`src/rtl/conv_pkg.sv`:
```
// rtl/conv_pkg.sv - shared states, run lengths and address widths for the conv tile scheduler
package conv_pkg;

   typedef enum logic [2:0] {
      IDLE,
      LOAD_WGT,
      LOAD_IFM,
      COMPUTE,
      WRITE,
      NEXT,
      DONE
   } state_t;

   localparam int LOAD_LEN    = 432;
   localparam int COMPUTE_LEN = 58;
   localparam int NUM_TILES   = 64;

   localparam int WGT_AW = 9;
   localparam int IFM_AW = 12;
   localparam int OFM_AW = 14;
   localparam int SEL_W  = 4;
   localparam int IDX_W  = 5;

   typedef logic [WGT_AW-1:0] wgt_addr_t;
   typedef logic [IFM_AW-1:0] ifm_addr_t;
   typedef logic [OFM_AW-1:0] ofm_addr_t;

   typedef struct packed {
      logic [1:0] c;
      logic [1:0] ky;
      logic [1:0] kx;
   } k_coord_t;

   // k = c*9 + ky*3 + kx
   function automatic k_coord_t split_k(input logic [IDX_W-1:0] k);
      k_coord_t r;
      r.c  = 2'(k / 5'd9);
      r.ky = 2'((k % 5'd9) / 5'd3);
      r.kx = 2'(k % 5'd3);
      return r;
   endfunction

endpackage

```
`src/rtl/conv_tile_sched_if.sv`:
```
// rtl/conv_tile_sched_if.sv - start request plus RAM, buffer, array and OFM strobes of the scheduler
interface conv_tile_sched_if;
   import conv_pkg::*;

   logic             start;
   logic             wgt_re;
   wgt_addr_t        wgt_addr;
   logic             ifm_re;
   ifm_addr_t        ifm_addr;
   logic             buf_we;
   logic [SEL_W-1:0] buf_sel;
   logic [IDX_W-1:0] buf_idx;
   logic             wgt_phase;
   logic             pe_clear;
   logic             pe_en;
   logic             ofm_we;
   ofm_addr_t        ofm_addr;
   logic             busy;
   logic             done;

   modport master (
      input  start,
      output wgt_re, wgt_addr, ifm_re, ifm_addr, buf_we, buf_sel, buf_idx, wgt_phase,
             pe_clear, pe_en, ofm_we, ofm_addr, busy, done
   );

   modport slave (
      output start,
      input  wgt_re, wgt_addr, ifm_re, ifm_addr, buf_we, buf_sel, buf_idx, wgt_phase,
             pe_clear, pe_en, ofm_we, ofm_addr, busy, done
   );

endinterface

```
`src/rtl/ifm_addr_gen.sv`:
```
// rtl/ifm_addr_gen.sv - combinational IFM byte address for one (c, ky, kx, oy, ox0, b) tap
module ifm_addr_gen
   import conv_pkg::*;
#(
   parameter int IFM_W = 34
) (
   input  logic [1:0] c,
   input  logic [1:0] ky,
   input  logic [1:0] kx,
   input  logic [4:0] oy,
   input  logic [4:0] ox0,
   input  logic [3:0] b,
   output ifm_addr_t  ifm_addr
);

   // every term fits in IFM_AW bits, so truncating the products never loses the result
   assign ifm_addr = ifm_addr_t'(c) * ifm_addr_t'(IFM_W * IFM_W)
                   + (ifm_addr_t'(oy) + ifm_addr_t'(ky)) * ifm_addr_t'(IFM_W)
                   + ifm_addr_t'(ox0) + ifm_addr_t'(b) + ifm_addr_t'(kx);

endmodule

```
`src/rtl/conv_tile_sched.sv`:
```
// rtl/conv_tile_sched.sv - sequences weight load, 64 IFM tiles, systolic compute and OFM write-back
module conv_tile_sched
   import conv_pkg::*;
#(
   parameter int SYSTOLIC_SIZE = 16,
   parameter int BUFFER_SIZE   = 27,
   parameter int IFM_W         = 34,
   parameter int OFM_W         = 32,
   parameter int NUM_FILTER    = 16
) (
   input logic              clk,
   input logic              rst,
   conv_tile_sched_if.master bus
);

   localparam logic [8:0] LD_END = 9'(LOAD_LEN);
   localparam logic [4:0] K_LAST = 5'(BUFFER_SIZE - 1);
   localparam logic [5:0] C_LAST = 6'(COMPUTE_LEN - 1);
   localparam logic [5:0] F_LAST = 6'(NUM_FILTER - 1);
   localparam logic [5:0] T_LAST = 6'(NUM_TILES - 1);

   state_t     state_q, state_n;
   logic [8:0] ld_q, ld_n;
   logic [3:0] outer_q, outer_n;
   logic [4:0] inner_q, inner_n;
   logic [5:0] cyc_q, cyc_n;
   logic [5:0] tile_q, tile_n;

   logic       wgt_re_n, ifm_re_n, pe_clear_n, pe_en_n, ofm_we_n, busy_n, done_n;
   wgt_addr_t  wgt_addr_n;
   ifm_addr_t  ifm_addr_n, gen_addr;
   ofm_addr_t  ofm_addr_n;
   k_coord_t   kc;
   logic [4:0] oy_n, ox0_n;
   logic       rd_any;

   assign kc     = split_k(inner_n);
   assign oy_n   = tile_n[5:1];
   assign ox0_n  = tile_n[0] ? 5'(SYSTOLIC_SIZE) : 5'd0;
   assign rd_any = bus.wgt_re | bus.ifm_re;

   ifm_addr_gen #(.IFM_W(IFM_W)) u_ifm_addr_gen (
      .c        (kc.c),
      .ky       (kc.ky),
      .kx       (kc.kx),
      .oy       (oy_n),
      .ox0      (ox0_n),
      .b        (outer_n),
      .ifm_addr (gen_addr)
   );

   always_comb begin
      state_n = state_q;
      ld_n    = ld_q;
      outer_n = outer_q;
      inner_n = inner_q;
      cyc_n   = cyc_q;
      tile_n  = tile_q;
      unique case (state_q)
         IDLE, DONE: begin
            if (bus.start) begin
               state_n = LOAD_WGT;
               ld_n    = '0;
               outer_n = '0;
               inner_n = '0;
               cyc_n   = '0;
               tile_n  = '0;
            end
         end
         LOAD_WGT, LOAD_IFM: begin
            // ld == LD_END is the drain cycle that lets the last delayed buf_we land
            if (ld_q == LD_END) begin
               state_n = (state_q == LOAD_WGT) ? LOAD_IFM : COMPUTE;
               ld_n    = '0;
               outer_n = '0;
               inner_n = '0;
               cyc_n   = '0;
            end else begin
               ld_n = ld_q + 9'd1;
               if (inner_q == K_LAST) begin
                  inner_n = '0;
                  outer_n = outer_q + 4'd1;
               end else begin
                  inner_n = inner_q + 5'd1;
               end
            end
         end
         COMPUTE: begin
            if (cyc_q == C_LAST) begin
               state_n = WRITE;
               cyc_n   = '0;
            end else begin
               cyc_n = cyc_q + 6'd1;
            end
         end
         WRITE: begin
            if (cyc_q == F_LAST) begin
               state_n = NEXT;
               cyc_n   = '0;
            end else begin
               cyc_n = cyc_q + 6'd1;
            end
         end
         NEXT: begin
            if (tile_q == T_LAST) begin
               state_n = DONE;
            end else begin
               state_n = LOAD_IFM;
               tile_n  = tile_q + 6'd1;
               ld_n    = '0;
               outer_n = '0;
               inner_n = '0;
            end
         end
         default: state_n = IDLE;
      endcase
   end

   // outputs are decoded from the next state and then registered
   always_comb begin
      wgt_re_n   = (state_n == LOAD_WGT) && (ld_n != LD_END);
      ifm_re_n   = (state_n == LOAD_IFM) && (ld_n != LD_END);
      wgt_addr_n = '0;
      ifm_addr_n = '0;
      ofm_addr_n = '0;
      if (wgt_re_n) begin
         wgt_addr_n = wgt_addr_t'(outer_n) * wgt_addr_t'(BUFFER_SIZE) + wgt_addr_t'(inner_n);
      end
      if (ifm_re_n) begin
         ifm_addr_n = gen_addr;
      end
      pe_en_n    = (state_n == COMPUTE);
      pe_clear_n = pe_en_n && (cyc_n == 6'd0);
      ofm_we_n   = (state_n == WRITE);
      if (ofm_we_n) begin
         ofm_addr_n = ofm_addr_t'(cyc_n) * ofm_addr_t'(OFM_W * OFM_W)
                    + ofm_addr_t'(oy_n) * ofm_addr_t'(OFM_W) + ofm_addr_t'(ox0_n);
      end
      busy_n = !((state_n == IDLE) || (state_n == DONE));
      done_n = (state_n == DONE);
   end

   always_ff @(posedge clk) begin
      if (rst) begin
         state_q       <= IDLE;
         ld_q          <= '0;
         outer_q       <= '0;
         inner_q       <= '0;
         cyc_q         <= '0;
         tile_q        <= '0;
         bus.wgt_re    <= 1'b0;
         bus.wgt_addr  <= '0;
         bus.ifm_re    <= 1'b0;
         bus.ifm_addr  <= '0;
         bus.buf_we    <= 1'b0;
         bus.buf_sel   <= '0;
         bus.buf_idx   <= '0;
         bus.wgt_phase <= 1'b0;
         bus.pe_clear  <= 1'b0;
         bus.pe_en     <= 1'b0;
         bus.ofm_we    <= 1'b0;
         bus.ofm_addr  <= '0;
         bus.busy      <= 1'b0;
         bus.done      <= 1'b0;
      end else begin
         state_q       <= state_n;
         ld_q          <= ld_n;
         outer_q       <= outer_n;
         inner_q       <= inner_n;
         cyc_q         <= cyc_n;
         tile_q        <= tile_n;
         bus.wgt_re    <= wgt_re_n;
         bus.wgt_addr  <= wgt_addr_n;
         bus.ifm_re    <= ifm_re_n;
         bus.ifm_addr  <= ifm_addr_n;
         bus.buf_we    <= rd_any;
         bus.buf_sel   <= rd_any ? outer_q : '0;
         bus.buf_idx   <= rd_any ? inner_q : '0;
         bus.wgt_phase <= bus.wgt_re;
         bus.pe_clear  <= pe_clear_n;
         bus.pe_en     <= pe_en_n;
         bus.ofm_we    <= ofm_we_n;
         bus.ofm_addr  <= ofm_addr_n;
         bus.busy      <= busy_n;
         bus.done      <= done_n;
      end
   end

endmodule
```
`src/flat_wrapper.sv`:
```
// flat-port wrapper written by rule: the top's interface ports become plain ports
module conv_tile_sched_flat import conv_pkg::*;
#(
   parameter int SYSTOLIC_SIZE = 16,
   parameter int BUFFER_SIZE   = 27,
   parameter int IFM_W         = 34,
   parameter int OFM_W         = 32,
   parameter int NUM_FILTER    = 16
)
  (clk, rst, bus_start, bus_wgt_re, bus_wgt_addr, bus_ifm_re, bus_ifm_addr, bus_buf_we, bus_buf_sel, bus_buf_idx, bus_wgt_phase, bus_pe_clear, bus_pe_en, bus_ofm_we, bus_ofm_addr, bus_busy, bus_done);
  conv_tile_sched_if bus_i ();
  input logic clk;
  input logic rst;
  input wire logic [$bits(bus_i.start)-1:0] bus_start;
  output wire logic [$bits(bus_i.wgt_re)-1:0] bus_wgt_re;
  output wire logic [$bits(bus_i.wgt_addr)-1:0] bus_wgt_addr;
  output wire logic [$bits(bus_i.ifm_re)-1:0] bus_ifm_re;
  output wire logic [$bits(bus_i.ifm_addr)-1:0] bus_ifm_addr;
  output wire logic [$bits(bus_i.buf_we)-1:0] bus_buf_we;
  output wire logic [$bits(bus_i.buf_sel)-1:0] bus_buf_sel;
  output wire logic [$bits(bus_i.buf_idx)-1:0] bus_buf_idx;
  output wire logic [$bits(bus_i.wgt_phase)-1:0] bus_wgt_phase;
  output wire logic [$bits(bus_i.pe_clear)-1:0] bus_pe_clear;
  output wire logic [$bits(bus_i.pe_en)-1:0] bus_pe_en;
  output wire logic [$bits(bus_i.ofm_we)-1:0] bus_ofm_we;
  output wire logic [$bits(bus_i.ofm_addr)-1:0] bus_ofm_addr;
  output wire logic [$bits(bus_i.busy)-1:0] bus_busy;
  output wire logic [$bits(bus_i.done)-1:0] bus_done;
  assign bus_i.start = bus_start;
  assign bus_wgt_re = bus_i.wgt_re;
  assign bus_wgt_addr = bus_i.wgt_addr;
  assign bus_ifm_re = bus_i.ifm_re;
  assign bus_ifm_addr = bus_i.ifm_addr;
  assign bus_buf_we = bus_i.buf_we;
  assign bus_buf_sel = bus_i.buf_sel;
  assign bus_buf_idx = bus_i.buf_idx;
  assign bus_wgt_phase = bus_i.wgt_phase;
  assign bus_pe_clear = bus_i.pe_clear;
  assign bus_pe_en = bus_i.pe_en;
  assign bus_ofm_we = bus_i.ofm_we;
  assign bus_ofm_addr = bus_i.ofm_addr;
  assign bus_busy = bus_i.busy;
  assign bus_done = bus_i.done;
  conv_tile_sched #(.SYSTOLIC_SIZE(SYSTOLIC_SIZE), .BUFFER_SIZE(BUFFER_SIZE), .IFM_W(IFM_W), .OFM_W(OFM_W), .NUM_FILTER(NUM_FILTER)) u_core (.clk(clk), .rst(rst), .bus(bus_i));
endmodule
```
`config.mk`:
```
export PLATFORM = sky130hd
export DESIGN_NAME = conv_tile_sched_flat
export DESIGN_NICKNAME = d
export VERILOG_FILES = /design/src/rtl/conv_pkg.sv /design/src/rtl/conv_tile_sched_if.sv /design/src/rtl/ifm_addr_gen.sv /design/src/rtl/conv_tile_sched.sv /design/src/flat_wrapper.sv
export SDC_FILE = /design/constraint.sdc
export NUM_CORES = 1
export LEC_CHECK = 0
export ABC_CLOCK_PERIOD_IN_PS = 12400
export BUFFER_PORTS_ARGS = -buffer_cell sky130_fd_sc_hd__clkbuf_2
export CORE_MARGIN = 2
export CORE_UTILIZATION = 40
export CTS_CLUSTER_SIZE = 16
export DETAILED_ROUTE_END_ITERATION = 7
export GPL_TIMING_DRIVEN = 0
export PLACE_DENSITY = 0.61
export SYNTH_ARGS = -nofsm -noshare
export SYNTH_HDL_FRONTEND = slang
export SYNTH_HIERARCHICAL = 1
export SYNTH_SLANG_ARGS = --single-unit
```
`constraint.sdc`:
```
create_clock -name clk -period 12.4 [get_ports clk]
set_clock_uncertainty 0.05 [all_clocks]
set_input_delay 1.86 -clock clk [delete_from_list [all_inputs] [get_ports clk]]
set_output_delay 1.86 -clock clk [all_outputs]
set_load 0.005 [all_outputs]
```
# Word-level counts from Yosys, hierarchy flattened
# Index checks and enable logic that the tools add are counted.
dict set report word_totals {
  out_inout_bits 53
  elab_cells 106
  reg_bits 86
  input_bits 3
}
dict set report classes {
  mul 3
  muxes 30
  div 4
  n_eq_ne 17
  n_reduce_logical 14
  bitwise 5
  add_sub_neg 13
}
# operator count
set ops {}
lappend ops {{6-bit two-way mux} 6}
lappend ops {{9-bit two-way mux} 3}
lappend ops {{9-bit case mux with 3 select lines} 1}
lappend ops {{5-bit two-way mux} 5}
lappend ops {{6-bit case mux with 4 select lines} 1}
lappend ops {{4-bit two-way mux} 4}
lappend ops {{3-bit equality test, second input constant} 5}
lappend ops {{3-bit two-way mux} 5}
lappend ops {{3-bit case mux with 5 select lines} 1}
lappend ops {{5-bit case mux with 3 select lines} 1}
lappend ops {{14-bit by 10-bit adder with 14-bit output} 1}
lappend ops {{14-bit by 5-bit adder with 14-bit output} 1}
lappend ops {{12-bit adder} 1}
lappend ops {{12-bit by 2-bit adder with 12-bit output} 1}
lappend ops {{12-bit by 4-bit adder with 12-bit output} 1}
lappend ops {{12-bit by 5-bit adder with 12-bit output} 1}
lappend ops {{6-bit by 1-bit adder with 6-bit output, second input constant} 2}
lappend ops {{3-bit by 2-bit equality test with 1-bit output, second input constant} 4}
lappend ops {{6-bit equality test, second input constant} 2}
lappend ops {{4-bit case mux with 3 select lines} 1}
lappend ops {{6-bit case mux with 2 select lines} 1}
lappend ops {{2-bit OR reduction} 6}
lappend ops {{6-bit by 5-bit multiplier with 11-bit output, second input constant} 1}
lappend ops {{2-bit by 9-bit multiplier with 10-bit output, second input constant} 1}
lappend ops {{23 further kinds} 30}

# Depth between registers and ports, before layout
# Gate-level depths: netlist of the first run.
dict set report logic_depth {
  ltp_word 12
  ltp_mapped 46
  ltp_nobuf 44
}

# Hierarchy
# Netlist of the first run, hierarchy kept.
# mod seq_area_each_um2 area_per_inst_um2 cells_per_inst instances
set modules_own_cells {}
lappend modules_own_cells {conv_tile_sched 1641.6 4904.7 583 1}
lappend modules_own_cells {ifm_addr_gen 0.0 937.1 112 1}

# Worst setup path before layout of the first run
# No wires, ideal clock.
dict set report synth_timing {
  path_kind {input to register}
  startpoint {in bus_start}
  endpoint {reg u_core.bus.ifm_addr[11]}
  required_time_ps 12235
  slack_ps 3081
  setup_ps 115
  path_stages 42
  path_buffers 1
  arrival_time_ps 9154
  cell_sequence {nand2b_1 a221oi_4 nor2_2 a221o_1 buf_6 inv_4 ha_1 inv_1 a21oi_1 a311oi_2 o31ai_1 and2_1 inv_1 ha_1 inv_1 ha_1 inv_1 o41ai_4 (+6 left out) ha_1 inv_1 fa_1 nand3b_1 xnor2_1 ha_1 ha_1 inv_1 fa_1 xor2_1 ha_1 ha_1 ha_1 and3_1 o21a_1 o31ai_1 a311oi_1 and2_1}
}
# element line
set synth_lines {}
lappend synth_lines {{start, declared} flat_wrapper.sv:14} ;# input wire logic [$bits(bus_i.start)-1:0] bus_start;
lappend synth_lines {{end signal, assigned} conv_tile_sched.sv:175} ;# bus.ifm_addr <= ifm_addr_n;
lappend synth_lines {{end, declared} conv_tile_sched_if.sv:23} ;# output wgt_re, wgt_addr, ifm_re, ifm_addr, buf_we, buf_sel, buf_idx, wgt_phase,

==> results of run 1 <==
## sequential cells by signal, summed over array words and instances (netlist names), 3 cells and up
register / count
u_core/cyc_q: 6
u_core/inner_q: 5
u_core/state_q: 3
u_core/bus.ifm_addr: 12
u_core/tile_q: 6
u_core/bus.buf_idx: 5
u_core/outer_q: 4
u_core/bus.buf_sel: 4
u_core/bus.ofm_addr: 10
u_core/ld_q: 9
u_core/bus.wgt_addr: 9
## routing by layer
metal,GRT usage [%],part of all wire [%]
met4,6.21,1.8
met2,30.0,48
met3,3.31,3.3
met1,23.3,47
met5,0,0
## stage by stage
step | hold slack [ns] | setup WS, ns | power, mW | util (%) | cell area, um2
2_1_floorplan | 0.403 | 3.08 | 0.319 | - | 5870
3_3_place_gp | 0.417 | 1.87 | 0.334 | 44.0 | 6350
3_5_place_dp | 0.424 | 1.76 | 0.335 | 44.0 | 6350
4_1_cts | 0.434 | 2.05 | 0.588 | 45.9 | 6630
5_1_grt | 0.451 | 1.30 | 0.606 | 45.9 | 6630
6_report | 0.430 | 2.01 | 0.580 | 45.9 | 6630
## worst reg2reg max path, delay by kind of cell (launching register included)
| family | cells | cell delay, ns |
|---|---|---|
| flops | 1 | 0.39 |
| xor+xnor | 3 | 0.65 |
| simple gates | 7 | 1.20 |
| fa+ha+maj | 13 | 3.29 |
| compound gates | 13 | 3.06 |
| buf+inv | 8 | 0.72 |
## final cells by class
type                       instances  area (um2)
timing repair buffer              51         255
multi-input combinational        527        3830
clock buffer                      12         246
tap                              184         230
buffer                            24         134
inverter                          69         262
clock inverter                     4        27.5
sequential                        82        1640
fill                            1456        7800
## synth_stat cells, types with 3 or more instances
master    instances
buf_6             3
a32o_1            3
buf_4             4
ha_1             59
clkbuf_1         11
and3_1            9
a22oi_1           3
nor2_1           64
fa_1             15
nand3b_1          6
dfxtp_1          82
xnor2_1          14
a221o_1           3
a21o_1           15
and4b_1           3
a21oi_1          38
nand2b_1          8
and2_1           38
o21ai_0          29
nor4_1            6
inv_1            64
nand2_1          48
o31ai_1           5
nor3_1           21
buf_2             4
or3_1             4
a211oi_1          5
a31oi_1           7
nor2b_1          12
o21ai_1           3
nand3_1          19
o21a_1            5
o22ai_1           5
and4_1            3
xor2_1           12
o32ai_1           3
nor3b_1           5
## power groups by stage
stage          registers [mW]  logic, mW  clock network (mW)
6_report                0.268     0.0616               0.250
5_1_grt                 0.268     0.0705               0.268
4_1_cts                 0.268     0.0618               0.258
3_5_place_dp            0.274     0.0613                   0
3_3_place_gp            0.274     0.0602                   0
2_1_floorplan           0.273     0.0452                   0
## logic make-up after synthesis
logic type	Yosys count	share of synthesized area [%]
fa+ha+maj	74	17.8
mux	3	0.642
simple gates	263	23.9
other cells	2	0.129
xor+xnor	27	4.18
buf+inv	93	6.77
compound gates	151	18.5
flops	82	28.1
## placed cells by master (no fill, tap or decap), types with 4 or more instances in the layout
| cell type | synthesis | final |
|---|---|---|
| clkbuf_16 | 0 | 9 |
| nand2_1 | 48 | 48 |
| clkbuf_1 | 11 | 13 |
| o22ai_1 | 5 | 5 |
| o31ai_1 | 5 | 5 |
| and3_1 | 9 | 9 |
| nand3_1 | 19 | 19 |
| nand3b_1 | 6 | 6 |
| nand2b_1 | 8 | 8 |
| nor3b_1 | 5 | 5 |
| a31oi_1 | 7 | 7 |
| nor4_1 | 6 | 6 |
| o21a_1 | 5 | 5 |
| a211oi_1 | 5 | 5 |
| conb_1 | 2 | 9 |
| buf_4 | 4 | 4 |
| xnor2_1 | 14 | 14 |
| buf_2 | 4 | 4 |
| inv_1 | 64 | 64 |
| nor2b_1 | 12 | 12 |
| or3_1 | 4 | 4 |
| o21ai_0 | 29 | 29 |
| a21oi_1 | 38 | 38 |
| ha_1 | 59 | 59 |
| nor3_1 | 21 | 21 |
| clkbuf_2 | 1 | 52 |
| nor2_1 | 64 | 64 |
| a21o_1 | 15 | 15 |
| dfxtp_1 | 82 | 82 |
| and2_1 | 38 | 38 |
| fa_1 | 15 | 15 |
| xor2_1 | 12 | 12 |
## worst max-delay path by stage
stage               startpoint                       to  slack (ns)  cells after the start
floorplan            bus_start  u_core/bus.ifm_addr[11]        3.08                     42
global placement     bus_start  u_core/bus.ifm_addr[11]        1.87                     41
detailed placement   bus_start  u_core/bus.ifm_addr[11]        1.76                     41
CTS                  bus_start  u_core/bus.ifm_addr[11]        2.05                     41
global route         bus_start  u_core/bus.ifm_addr[11]        1.30                     41
finish               bus_start  u_core/bus.ifm_addr[11]        2.01                     41
==> impl_table.tex, run 1 <==
\begin{tabular}{lr}
\hline
Metric & Value \\
\hline
\multicolumn{2}{l}{\textbf{Route}} \\
Initial DRC count & 343 \\
Post-detailed-route count of antenna-violating nets & 0 \\
Number of iterations in the first detailed-routing pass & 6 \\
Drt via density & 5.28 \\
WL final & 13,700 um \\
Count of vias placed by the detailed router & between 5,000 and 6,000 \\
Drt wl/cell & 14.4 um \\
Drt drc & 0 \\
\multicolumn{2}{l}{\textbf{STA}} \\
Final setup TNS & 0 ns \\
Worst slew margin relative to its limit & between 20\% and 30\% \\
Hold Fails Final Rpt & 0 \\
Final cycle utilization of the critical path & between 80\% and 90\% \\
Final slew viol count & 0 \\
Actual transition at the worst max-transition pin & 1.15 ns \\
Time the worst path needs with I/O delays and setup & 10.39 ns \\
Unrepaired setup endpoints after global routing & no \\
Upper clock frequency limit & slightly below 0.1 GHz \\
\# setup viols final & 0 \\
\multicolumn{2}{l}{\textbf{Cells and area}} \\
Area growth from synthesis to layout & 13.5\% \\
Fraction of layout instances using a drive strength above 1 & 13.4\% \\
Post-route non-filler standard cell count & 953 \\
Final net count & about 840 \\
Number of diodes & 0 \\
\multicolumn{2}{l}{\textbf{Worst setup path}} \\
Number of buffer and inverter stages on the critical path & 8 \\
Type of the worst setup path & input port to flop \\
Critical path's top delay family & adder cells \\
Largest incremental delay on the critical path & 0.48 ns \\
Required time worst endpoint & 12.59 ns \\
Most frequent cell on the critical path & ha\_1 \\
CP arrival & 10.57 ns \\
R2R setup slack & slightly below 3 ns \\
Critical-path maximum fanout & 10 \\
Length in cells of the worst reg-to-reg path & 44 \\
Crit path launch type & input port \\
Standard cell with the maximum stage delay on the critical path & a21oi\_2 \\
Worst R2R Start & u\_core/ld\_q[0] \\
Capture instance of the worst register-to-register path & u\_core/bus.ifm\_addr[11] \\
Type of element capturing the critical path & flop \\
\multicolumn{2}{l}{\textbf{Outcome}} \\
Run status & finished clean \\
\multicolumn{2}{l}{\textbf{Worst hold path}} \\
Hold endpoint & u\_core/bus.wgt\_phase \\
Path category of the worst min-delay check & flop to flop \\
Cells on Worst Hold Path & 1 \\
Startpoint of the tightest hold check path & u\_core/bus.wgt\_re \\
\multicolumn{2}{l}{\textbf{Global routing}} \\
Total overflow reported by the global router & 0 \\
Pin count of the biggest net entering global routing & 14 \\
Antenna violations before repair & 0 \\
Number of global-route vias before repair & 4,859 \\
Global-route usage over all layers & 18.0\% \\
First-pass GRT wire length & 23,100 um \\
\multicolumn{2}{l}{\textbf{Synthesis}} \\
Post-synthesis average cell area & 8.41 um2 \\
Cell type with the highest aggregate area in the netlist & dfxtp\_1 \\
Count of different cell masters after synthesis & 82 \\
Number of synthesized register bits & approximately 80 \\
Most area-consuming cells after synthesis & dfxtp\_1 28\%, ha\_1 13\%, fa\_1 5.1\% \\
Primary FF master, synth & dfxtp\_1 \\
Cells after synthesis & 695 \\
Number of synthesis warnings & 6 \\
Yosys top cell area share & 28.1\% \\
Synth async-reset ratio & 0\% \\
Sequential fraction of the synthesis area & 28.1\% \\
Number of flops mapped to enable cells by yosys & 0 \\
Combined area of all synthesized cells & 0.00584 mm2 \\
\multicolumn{2}{l}{\textbf{Floorplan}} \\
Initial Util & 40.5\% \\
Full die area & 0.0156 mm2 \\
DIE HEIGHT & 125 um \\
DIE WIDTH & 125 um \\
Core footprint & 0.0144 mm2 \\
Number of placement rows & 44 \\
Number of top-level design ports & 56 \\
\multicolumn{2}{l}{\textbf{Clocking}} \\
Clock-pin slew reported for the worst setup and hold paths after clock tree synthesis & around 0.06 ns \\
Number of cells upsized or downsized after cts & 0 \\
Sinks on the clock net & 82 \\
CTS tree & done \\
Clock insertion delay at the later pin of the skew report & 0.35 ns \\
CTS hold repair buffers & 0 \\
Clk root buf & clkbuf\_16 \\
Clk buf depth & 2 \\
Buffers inserted during post-CTS setup optimization & 0 \\
TritonCTS buffer count & 9 \\
\# H-tree levels & 3 \\
\multicolumn{2}{l}{\textbf{Pwr}} \\
Internal power & 0.430 mW \\
Gate power share & 10.6\% \\
Part of the total power dissipated in the clock network & 43.2\% \\
Fraction of power spent switching nets & 25.9\% \\
Power per Cell Area & 87.5 mW/mm2 \\
Net switching power of the design & 0.150 mW \\
Pleak & 3.15 nW \\
Power share of the sequential group & $\sim$46\% \\
Maximum VDD drop & 0.0000520 V \\
\multicolumn{2}{l}{\textbf{Placement}} \\
Number of buffers added on ports & 51 \\
Final HPWL from detailed placement & 10,600 um \\
Final weighted congestion of routability-driven global placement & 0.892 \\
Total placed cells including tap cells & about 940 \\
\multicolumn{2}{l}{\textbf{Job}} \\
Max\_cap viols & 0 \\
\hline
\end{tabular}
(Power assumes the default switching activity.)
==> run 2, diff against run 1 <==
--- a/config.mk
+++ b/config.mk
@@ -5,7 +5,7 @@
 export SDC_FILE = /design/constraint.sdc
 export NUM_CORES = 1
 export LEC_CHECK = 0
-export ABC_CLOCK_PERIOD_IN_PS = 12400
+export ABC_CLOCK_PERIOD_IN_PS = 10300
 export BUFFER_PORTS_ARGS = -buffer_cell sky130_fd_sc_hd__clkbuf_2
 export CORE_MARGIN = 2
 export CORE_UTILIZATION = 40
==> constraint.sdc (replaced) <==
create_clock -name clk -period 10.3 [get_ports clk]
set_clock_uncertainty 0.05 [all_clocks]
set_input_delay 1.545 -clock clk [delete_from_list [all_inputs] [get_ports clk]]
set_output_delay 1.545 -clock clk [all_outputs]
set_load 0.005 [all_outputs]
==> impl_table.tex, run 2 (synthesis results as in run 1) <==
\begin{tabular}{lr}
\hline
Metric & Value \\
\hline
\multicolumn{2}{l}{\textbf{Pwr}} \\
Gate power share & 10.8\% (+0.2 points) \\
Power per Cell Area & 105 mW/mm2 (+20\%) \\
Part of the total power dissipated in the clock network & 43.1\% (about the same) \\
Power share of the sequential group & 46.1\% (about the same) \\
Net switching power of the design & 0.182 mW (+21\%) \\
Internal power & 0.518 mW (+21\%) \\
Maximum VDD drop & 0.0000627 V (+21\%) \\
Fraction of power spent switching nets & 26.0\% (+0.033 points) \\
Pleak & 3.16 nW (+0.43\%) \\
\multicolumn{2}{l}{\textbf{Floorplan}} \\
Core footprint & 0.0144 mm2 (unchanged) \\
Number of top-level design ports & 56 (unchanged) \\
DIE HEIGHT & 125 um (unchanged) \\
Number of placement rows & 44 (unchanged) \\
Initial Util & 40.5\% (unchanged) \\
Full die area & 0.0156 mm2 (unchanged) \\
DIE WIDTH & 125 um (unchanged) \\
\multicolumn{2}{l}{\textbf{Global routing}} \\
Highest-utilization routing layer at the global route stage & met2 \\
Number of global-route vias before repair & 4,859 (unchanged) \\
Antenna violations before repair & 0 (unchanged) \\
Global-route track usage on met3 & 3.31\% (unchanged) \\
Total overflow reported by the global router & 0 (unchanged) \\
Global-route usage over all layers & 18.0\% (unchanged) \\
First-pass GRT wire length & 23,100 um (unchanged) \\
Pin count of the biggest net entering global routing & 14 (unchanged) \\
Routing usage on met2 & 30.0\% (unchanged) \\
Met1 capacity usage during global routing & 23.3\% (unchanged) \\
\multicolumn{2}{l}{\textbf{Cells and area}} \\
Fraction of layout instances using a drive strength above 1 & 13.9\% (+0.50 points) \\
Commonest cells after routing, fill and taps aside & 82 x dfxtp\_1, 64 x nor2\_1, 64 x inv\_1 \\
Final instance area & 0.00666 mm2 (+0.45\%) \\
Largest registers in the final layout & u\_core/bus.ifm\_addr x12, u\_core/bus.ofm\_addr x10 \\
Area growth from synthesis to layout & 14.0\% \\
Most common cell after layout, fill and taps aside & dfxtp\_1 \\
Number of diodes & 0 (unchanged) \\
Number of flip-flops under the largest register name & 12 (unchanged) \\
Largest register by flop count & u\_core/bus.ifm\_addr \\
Final net count & 842 (+0.12\%) \\
\multicolumn{2}{l}{\textbf{Clocking}} \\
Clk root buf & clkbuf\_16 \\
CTS tree & done \\
TritonCTS buffer count & 9 (unchanged) \\
Clock-pin slew reported for the worst setup and hold paths after clock tree synthesis & 0.06 ns (about the same) \\
Clock insertion delay at the later pin of the skew report & 0.35 ns (about the same) \\
CTS hold repair buffers & 0 (unchanged) \\
\# H-tree levels & 3 (unchanged) \\
Clk buf depth & 2 (unchanged) \\
Sinks on the clock net & 82 (unchanged) \\
\multicolumn{2}{l}{\textbf{Route}} \\
Count of vias placed by the detailed router & 5,050 (+0.30\%) \\
Post-detailed-route count of antenna-violating nets & 0 (unchanged) \\
Initial DRC count & 365 (+6.4\%) \\
Drt wl/cell & 14.5 um (+0.69\%) \\
Drt via density & 5.29 (+0.19\%) \\
Drt drc & 0 (unchanged) \\
Number of iterations in the first detailed-routing pass & 6 (unchanged) \\
WL final & 13,800 um (+0.79\%) \\
\multicolumn{2}{l}{\textbf{STA}} \\
Final cycle utilization of the critical path & 94.8\% \\
Upper clock frequency limit & around 0.1 GHz \\
Time the worst path needs with I/O delays and setup & 9.76 ns \\
Worst slew margin relative to its limit & 22.9\% (-0.18 points) \\
Final slew viol count & 0 (unchanged) \\
Hold Fails Final Rpt & 0 (unchanged) \\
Actual transition at the worst max-transition pin & 1.15 ns (+0.00263 ns) \\
Final-layout worst hold slack & 0.430 ns (unchanged) \\
\# setup viols final & 0 (unchanged) \\
\multicolumn{2}{l}{\textbf{Worst hold path}} \\
Path category of the worst min-delay check & flop to flop \\
Startpoint of the tightest hold check path & u\_core/bus.wgt\_re \\
\multicolumn{2}{l}{\textbf{Placement}} \\
Final HPWL from detailed placement & 10,600 um (unchanged) \\
Number of buffers added on ports & 51 (unchanged) \\
Cell Area, Placed & 0.00635 mm2 (unchanged) \\
Final weighted congestion of routability-driven global placement & 0.892 (unchanged) \\
\multicolumn{2}{l}{\textbf{Worst setup path}} \\
R2R setup slack & 0.97 ns (-1.94 ns) \\
Critical-path maximum fanout & 11 (+1) \\
Critical path origin & bus\_start \\
Capture point of the critical path & u\_core/bus.ifm\_addr[11] \\
Most frequent cell on the critical path & ha\_1 \\
Standard cell with the maximum stage delay on the critical path & o41ai\_4 \\
Type of element capturing the critical path & flop \\
CP arrival & 9.95 ns (-0.62 ns) \\
Worst R2R Start & u\_core/ld\_q[0] \\
Crit path launch type & input port \\
Length in cells of the worst reg-to-reg path & 44 (unchanged) \\
Type of the worst setup path & input port to flop \\
Largest incremental delay on the critical path & 0.43 ns (-0.05 ns) \\
Capture instance of the worst register-to-register path & u\_core/bus.ifm\_addr[11] \\
Required time worst endpoint & 10.49 ns (-2.10 ns) \\
\multicolumn{2}{l}{\textbf{Job}} \\
Max\_cap viols & 0 (unchanged) \\
\multicolumn{2}{l}{\textbf{Outcome}} \\
Run status & finished clean \\
\hline
\end{tabular}
==> run 2: through the flow <==
| stage | power, mW | util [%] | std cells | TNS, ns | worst slack (ns) |
|---|---|---|---|---|---|
| 2_1_floorplan | 0.384 | - | 702 | 0 | 1.30 |
| 3_3_place_gp | 0.402 | 44.0 | 937 | 0 | 0.0862 |
| 3_5_place_dp | 0.403 | 44.0 | 937 | -0.0299 | -0.0299 |
| 4_1_cts | 0.707 | 45.9 | 953 | 0 | 0.269 |
| 5_1_grt | 0.732 | 46.2 | 954 | -0.0279 | -0.0279 |
| 6_report | 0.700 | 46.2 | 954 | 0 | 0.537 |
==> run 2: worst min path at each step <==
stage	end	slack (ns)	cells after the start
after CTS	u_core/bus.wgt_phase	0.43	1
after global placement	u_core/bus.wgt_phase	0.42	1
final	u_core/bus.wgt_phase	0.43	1
after floorplan	u_core/bus.buf_sel[3]	0.40	1
after detailed placement	u_core/bus.wgt_phase	0.42	1
after global routing	u_core/bus.wgt_phase	0.45	1
==> run 2: timing repair <==
item / in CTS / in global routing
endpoints found under the setup margin: 0 / 2
gates resized for setup: 0 / 5
setup buffers: 0 / 1
==> run 2: routing by layer <==
metal / wire, um / part of all wire, % / up-vias
met3: 457 / 3.3 / 17
met5: 0 / 0 / -
li1: - / - / 2542
met4: 248 / 1.8 / 0
met1: 6530 / 47 / 2381
met2: 6610 / 48 / 110
==> run 2: power groups by stage <==
stage / clock, mW / combinational [mW] / sequential [mW]
after floorplan: 0 / 0.0545 / 0.329
after global placement: 0 / 0.0725 / 0.329
after detailed placement: 0 / 0.0738 / 0.329
after CTS: 0.311 / 0.0744 / 0.322
after global routing: 0.322 / 0.0865 / 0.323
final: 0.302 / 0.0756 / 0.322
==> run 2: cell type report <==
cell class                 instances  area (um2)
buffer                            24         134
clock buffer                      12         246
clock inverter                     4        27.5
fill                            1450        7770
inverter                          69         265
multi-input combinational        527        3850
sequential                        82        1640
tap                              184         230
timing repair buffer              52         263
==> run 2: critical path: cells and delay by family <==
kind | cells | cell delay, ns
AO/OA/AOI/OAI | 13 | 2.82
XOR/XNOR | 3 | 0.61
adder cells (fa/ha/maj) | 12 | 3.02
buffers and inverters | 9 | 0.81
AND/OR/NAND/NOR | 6 | 1.11
